File: src/rtl/capture_fifo.sv
// capture_fifo: trigger-qualified byte capture into an 8 x 8 first-word-fall-through FIFO.
//
// Ports
//   clk        system clock, all state updates on the rising edge
//   rst_n      synchronous active-low reset
//   arm        level: 1 requests capture, 0 ends capture / returns to idle
//   trig_en    1 = start on trig_byte match, 0 = start on first byte after arming
//   trig_byte  trigger pattern compared against in_data
//   in_data    decoded byte from the I2C decoder stage
//   in_valid   decoder valid, may stay high for several cycles per byte
//   rd_en      consumer pop request
//   rd_data    registered FIFO head byte, holds its last value while empty
//   rd_valid   FIFO non-empty
//   count      bytes stored, 0..8
//   state      IDLE=0, ARMED=1, CAPTURE=2, DONE=3
//   overflow   sticky overwrite flag (ring mode only, otherwise tied low)
//
// Build option
//   CAPTURE_RING_EN  ring-buffer capture: a full FIFO overwrites its oldest byte
//                    and capture ends only when arm drops.
module capture_fifo (
    input  logic       clk,
    input  logic       rst_n,
    input  logic       arm,
    input  logic       trig_en,
    input  logic [7:0] trig_byte,
    input  logic [7:0] in_data,
    input  logic       in_valid,
    input  logic       rd_en,
    output logic [7:0] rd_data,
    output logic       rd_valid,
    output logic [3:0] count,
    output logic [1:0] state,
    output logic       overflow
);
    localparam logic [1:0] IDLE    = 2'd0;
    localparam logic [1:0] ARMED   = 2'd1;
    localparam logic [1:0] CAPTURE = 2'd2;
    localparam logic [1:0] DONE    = 2'd3;
`ifdef CAPTURE_RING_EN
    localparam logic RING = 1'b1;
`else
    localparam logic RING = 1'b0;
`endif
    logic [7:0] mem [8];
    logic [2:0] wr_ptr, rd_ptr, rd_ptr_n;
    logic [3:0] count_n;
    logic [1:0] state_n;
    logic       in_valid_prev, ev, hit, full, pop, push, ovw, clr;
    logic [7:0] head_n;

    assign ev       = in_valid & ~in_valid_prev;
    assign hit      = ~trig_en | (in_data == trig_byte);
    assign full     = count[3];
    assign rd_valid = count != 4'd0;
    assign pop      = rd_en & rd_valid;
    assign clr      = (state == IDLE) & arm;
    assign push     = (state == ARMED)   ? arm & ev & hit :
                      (state == CAPTURE) ? ev & (~full | pop | RING) : 1'b0;
    // Ring overwrite: a push into a full FIFO with no pop drops the oldest byte.
    assign ovw      = push & full & ~pop;
    assign rd_ptr_n = rd_ptr + {2'b00, pop | ovw};
    assign count_n  = count + {3'b000, push} - {3'b000, pop | ovw};
    // The byte being written lands on the new head when the FIFO was empty
    // (or drained by a same-cycle pop), so bypass the array in that case.
    assign head_n   = (push && wr_ptr == rd_ptr_n) ? in_data : mem[rd_ptr_n];

    always_comb begin
        state_n = state;
        case (state)
            IDLE:    state_n = arm ? ARMED : IDLE;
            ARMED:   state_n = !arm ? IDLE : push ? CAPTURE : ARMED;
            CAPTURE: state_n = (!arm || (!RING && count_n[3])) ? DONE : CAPTURE;
            default: state_n = (count == 4'd0 && !arm) ? IDLE : DONE;
        endcase
    end

    always_ff @(posedge clk)
        if (push) mem[wr_ptr] <= in_data;

    always_ff @(posedge clk) begin
        if (!rst_n) begin
            state         <= IDLE;
            wr_ptr        <= 3'd0;
            rd_ptr        <= 3'd0;
            count         <= 4'd0;
            in_valid_prev <= 1'b0;
            rd_data       <= 8'h00;
        end else begin
            in_valid_prev <= in_valid;
            state         <= state_n;
            if (clr) begin
                wr_ptr <= 3'd0;
                rd_ptr <= 3'd0;
                count  <= 4'd0;
            end else begin
                if (push) wr_ptr <= wr_ptr + 3'd1;
                rd_ptr <= rd_ptr_n;
                count  <= count_n;
                if (count_n != 4'd0) rd_data <= head_n;
            end
        end
    end

`ifdef CAPTURE_RING_EN
    logic ovf;
    always_ff @(posedge clk) begin
        if (!rst_n || clr) ovf <= 1'b0;
        else if (ovw) ovf <= 1'b1;
    end
    assign overflow = ovf;
`else
    assign overflow = 1'b0;
`endif
endmodule

File: config.mk
export PLATFORM = sky130hd
export DESIGN_NAME = capture_fifo
export DESIGN_NICKNAME = d
export VERILOG_FILES = /design/src/rtl/capture_fifo.sv
export SDC_FILE = /design/constraint.sdc
export NUM_CORES = 1
export LEC_CHECK = 0
export BUFFER_PORTS_ARGS = -buffer_cell sky130_fd_sc_hd__buf_2
export CAP_MARGIN = 20
export CORE_AREA = 2 2 72 143
export CTS_BUF_LIST = sky130_fd_sc_hd__clkbuf_2
export CTS_CLUSTER_DIAMETER = 200
export CTS_CLUSTER_SIZE = 28
export DETAILED_ROUTE_END_ITERATION = 12
export DIE_AREA = 0 0 74 145
export GPL_TIMING_DRIVEN = 0
export PLACE_DENSITY = 0.64
export SLEW_MARGIN = 20
export SYNTH_ARGS = -nofsm -noshare
export SYNTH_HDL_FRONTEND = slang
export SYNTH_SLANG_ARGS = --single-unit
export TNS_END_PERCENT = 50
File: constraint.sdc
create_clock -name clk -period 4.45 [get_ports clk]
set_input_delay 0.89 -clock clk [delete_from_list [all_inputs] [get_ports clk]]
set_output_delay 0.89 -clock clk [all_outputs]
set_load 0.005 [all_outputs]
==> metrics.yaml <==
detailed_routing:
  drc_errors: 0
  drt_iter0_drc: 131
  post_drt_wl_per_cell_um: 18.57
  antenna_left: 0
  wirelength_um: 8058
  dr.pass1.iters: 4
  vias: 2205
  viasPerCell: 5.081
synthesis:
  syn_inst: 244
  synth_area_um2: 3795
  yosys.area.top_type: "edfxtp_1"
  synth_flop_cell: "edfxtp_1"
  yosys_warnings: 0
  synth-async-reset-ratio_pct: 0
  avgSynthCellArea_um2: 15.55
  synth.area.top_cells: "edfxtp_1 51%, dfxtp_1 11%, mux4_2 9.5%"
  synth_nets: 275
  synth_seq_area_share_pct: 61.72
  ys_types: 51
  synth_edf_count: 64
  synth_top_area_share_pct: 50.64
  synth-seq-cells: 85
flow_run:
  drv_cap: 0
floorplan:
  fp-row-count: 51
  initial_core_util_pct: 39.38
  die_area_um2: 10730
  io_pins: 38
  fp.dieW_um: 74
  die_height_um: 145
  coreArea_um2: 9635
clock_network:
  post_cts_buffers: 0
  cts_num_sinks: 85
  cts_tree: "yes"
  path_clk_slew_ns: 0.21
  clockBufferDepth: 2
  clock_latency_ns: 0.51
  ctsHtreeMaxLevel: 3
  cts_resized: 0
  ctsHoldBuffers: 0
  cts_root_buffer: "clkbuf_2"
  cts_inserted_buffers: 9
global_route:
  grt_pass1_vias: 2307
  grt_max_degree: 14
  grt_pass1_wl_um: 12430
  grt.overflow.total: 0
  antenna_found_initial: 1
  grt.total_usage_pct: 16.34
timing:
  skew_ns: 0.02152
  fin_crit_ns: 4.039
  setup_viol: 0
  relSlewSlack_pct: 40.10
  hold_violations: 0
  setup_slack_ns: 0.4110
  rsz0062_at_grt: "false"
  slew_violations: 0
  period_share_pct: 90.76
  fmax_ghz: 0.2476
  worstMarginPinSlew_ns: 0.8888
cells_and_area:
  finalNonFillerCells: 434
  nets: 327
  drive_above_1_share_pct: 34.22
  final_cell_mix: "64 x edfxtp_1, 38 x buf_2, 21 x dfxtp_1, 17 x inv_1, 16 x mux4_2"
  final_common_cell: "edfxtp_1"
  syn_to_final_growth_pct: 13.78
critical_path:
  cpMaxStageDelayCell: "o41ai_2"
  start_kind: "input pin"
  criticalPathCategory: "in2reg"
  path_cells: "buf_2, xor2_1, nor4_4, a21oi_1, nor2_1, a22o_1, ha_1, inv_1, ha_1, inv_1, fa_1, nand2b_1, o41ai_2, nand3_1, o221ai_2"
  max_stage_delay_ns: 0.72
  cp_max_fo: 10
  cp-end-kind: "flop"
  cp_data_arrival_time_ns: 4.49
  worstPathRequired_ns: 4.90
run_status:
  status: "finished, final reports clean"
place:
  dpl_worst_slack_ns: -0.1491
  port_buffers: 36
  dp_cells: 417
  gp_congestion: 0.7621
  dp_hpwl_um: 6048
power:
  p_per_area_nw_per_um2: 457.0
  ir_worst_vdd_mv: 0.2006
  leakagePower_nw: 1.510
worst_hold_path:
  worstHoldPathType: "reg2reg"
==> where the power goes <==
part / internal [mW] / switching (mW) / total [mW] / leakage, nW
Sequential: 0.890 / 0.0253 / 0.915 / 0.747
Combinational: 0.352 / 0.392 / 0.745 / 0.700
Clock: 0.0749 / 0.238 / 0.313 / 0.0631
==> cell usage after synthesis, types with 3 or more instances <==
master and number:
nand3_1 13, xnor2_1 3, a21oi_1 6, and2_1 7
mux4_2 16, nand2_1 8, dfxtp_1 21, clkbuf_1 4
o221ai_2 8, inv_1 17, ha_1 8, mux2i_1 8
edfxtp_1 64, nor2_1 5, xor2_1 9, nor4b_1 4
==> worst paths after layout <==
check | startpoint | to | slack (ns) | cells past startpoint
worst min-delay path | rd_data[3]$_SDFFE_PN0P_ | rd_data[3]$_SDFFE_PN0P_ | 0.53 | 2
worst min register to register | rd_data[3]$_SDFFE_PN0P_ | rd_data[3]$_SDFFE_PN0P_ | 0.53 | 2
worst max-delay path | in_data[6] | rd_data[0]$_SDFFE_PN0P_ | 0.41 | 15
worst max register to register | count[3]$_SDFF_PP0_ | rd_data[0]$_SDFFE_PN0P_ | 0.50 | 15
==> state kept, by name, indices dropped and copies added (netlist names) <==
signal,cells
mem,64
rd_data,8
wr_ptr,3
state,2
count,4
in_valid_prev,1
rd_ptr,3
==> through the flow <==
stage / total power [mW] / TNS (ns) / area, µm² / hold WS [ns] / utilization, %
6_report: 1.973 / 0 / 4318 / 0.5268 / 44.81
5_1_grt: 2.101 / 0 / 4318 / 0.5447 / 44.81
4_1_cts: 2.005 / 0 / 4315 / 0.5405 / 44.79
3_5_place_dp: 1.693 / -1.130 / 4233 / 0.4881 / 43.93
3_3_place_gp: 1.683 / -0.8613 / 4140 / 0.4844 / 42.97
2_1_floorplan: 1.487 / 0 / 3795 / 0.4884 / -
==> critical path: cells and delay by family <==
kind,cells,cell delay [ns]
compound gates,4,1.20
simple gates,4,0.98
fa+ha+maj,3,0.95
buf+inv,3,0.28
xor+xnor,1,0.18
==> routing by layer <==
metal,GRT usage (%),part of all wire (%),up-vias
met2,29.29,57,48
li1,-,-,1053
met5,0,0,-
met3,3.264,3.2,22
met1,16.98,37,1082
met4,8.636,3.5,0
==> logic make-up after synthesis <==
kind of cell / after synthesis / synth area share, %
flops: 85 / 61.72
simple gates: 58 / 10.06
buf+inv: 28 / 3.231
compound gates: 27 / 7.353
mux: 24 / 11.61
xor+xnor: 12 / 2.770
fa+ha+maj: 9 / 3.165
other cells: 1 / 0.09882
==> area by class of cell <==
type                       count  area (µm²)
fill                         859        5318
sequential                    85        2342
multi-input combinational    131        1385
timing repair buffer          41       217.7
tap                          132       165.2
inverter                      17       63.81
buffer                        11       58.81
clock buffer                  11       55.05
clock inverter                 5       27.53
antenna                        1       2.502
Power figures use the tool's default switching activity.
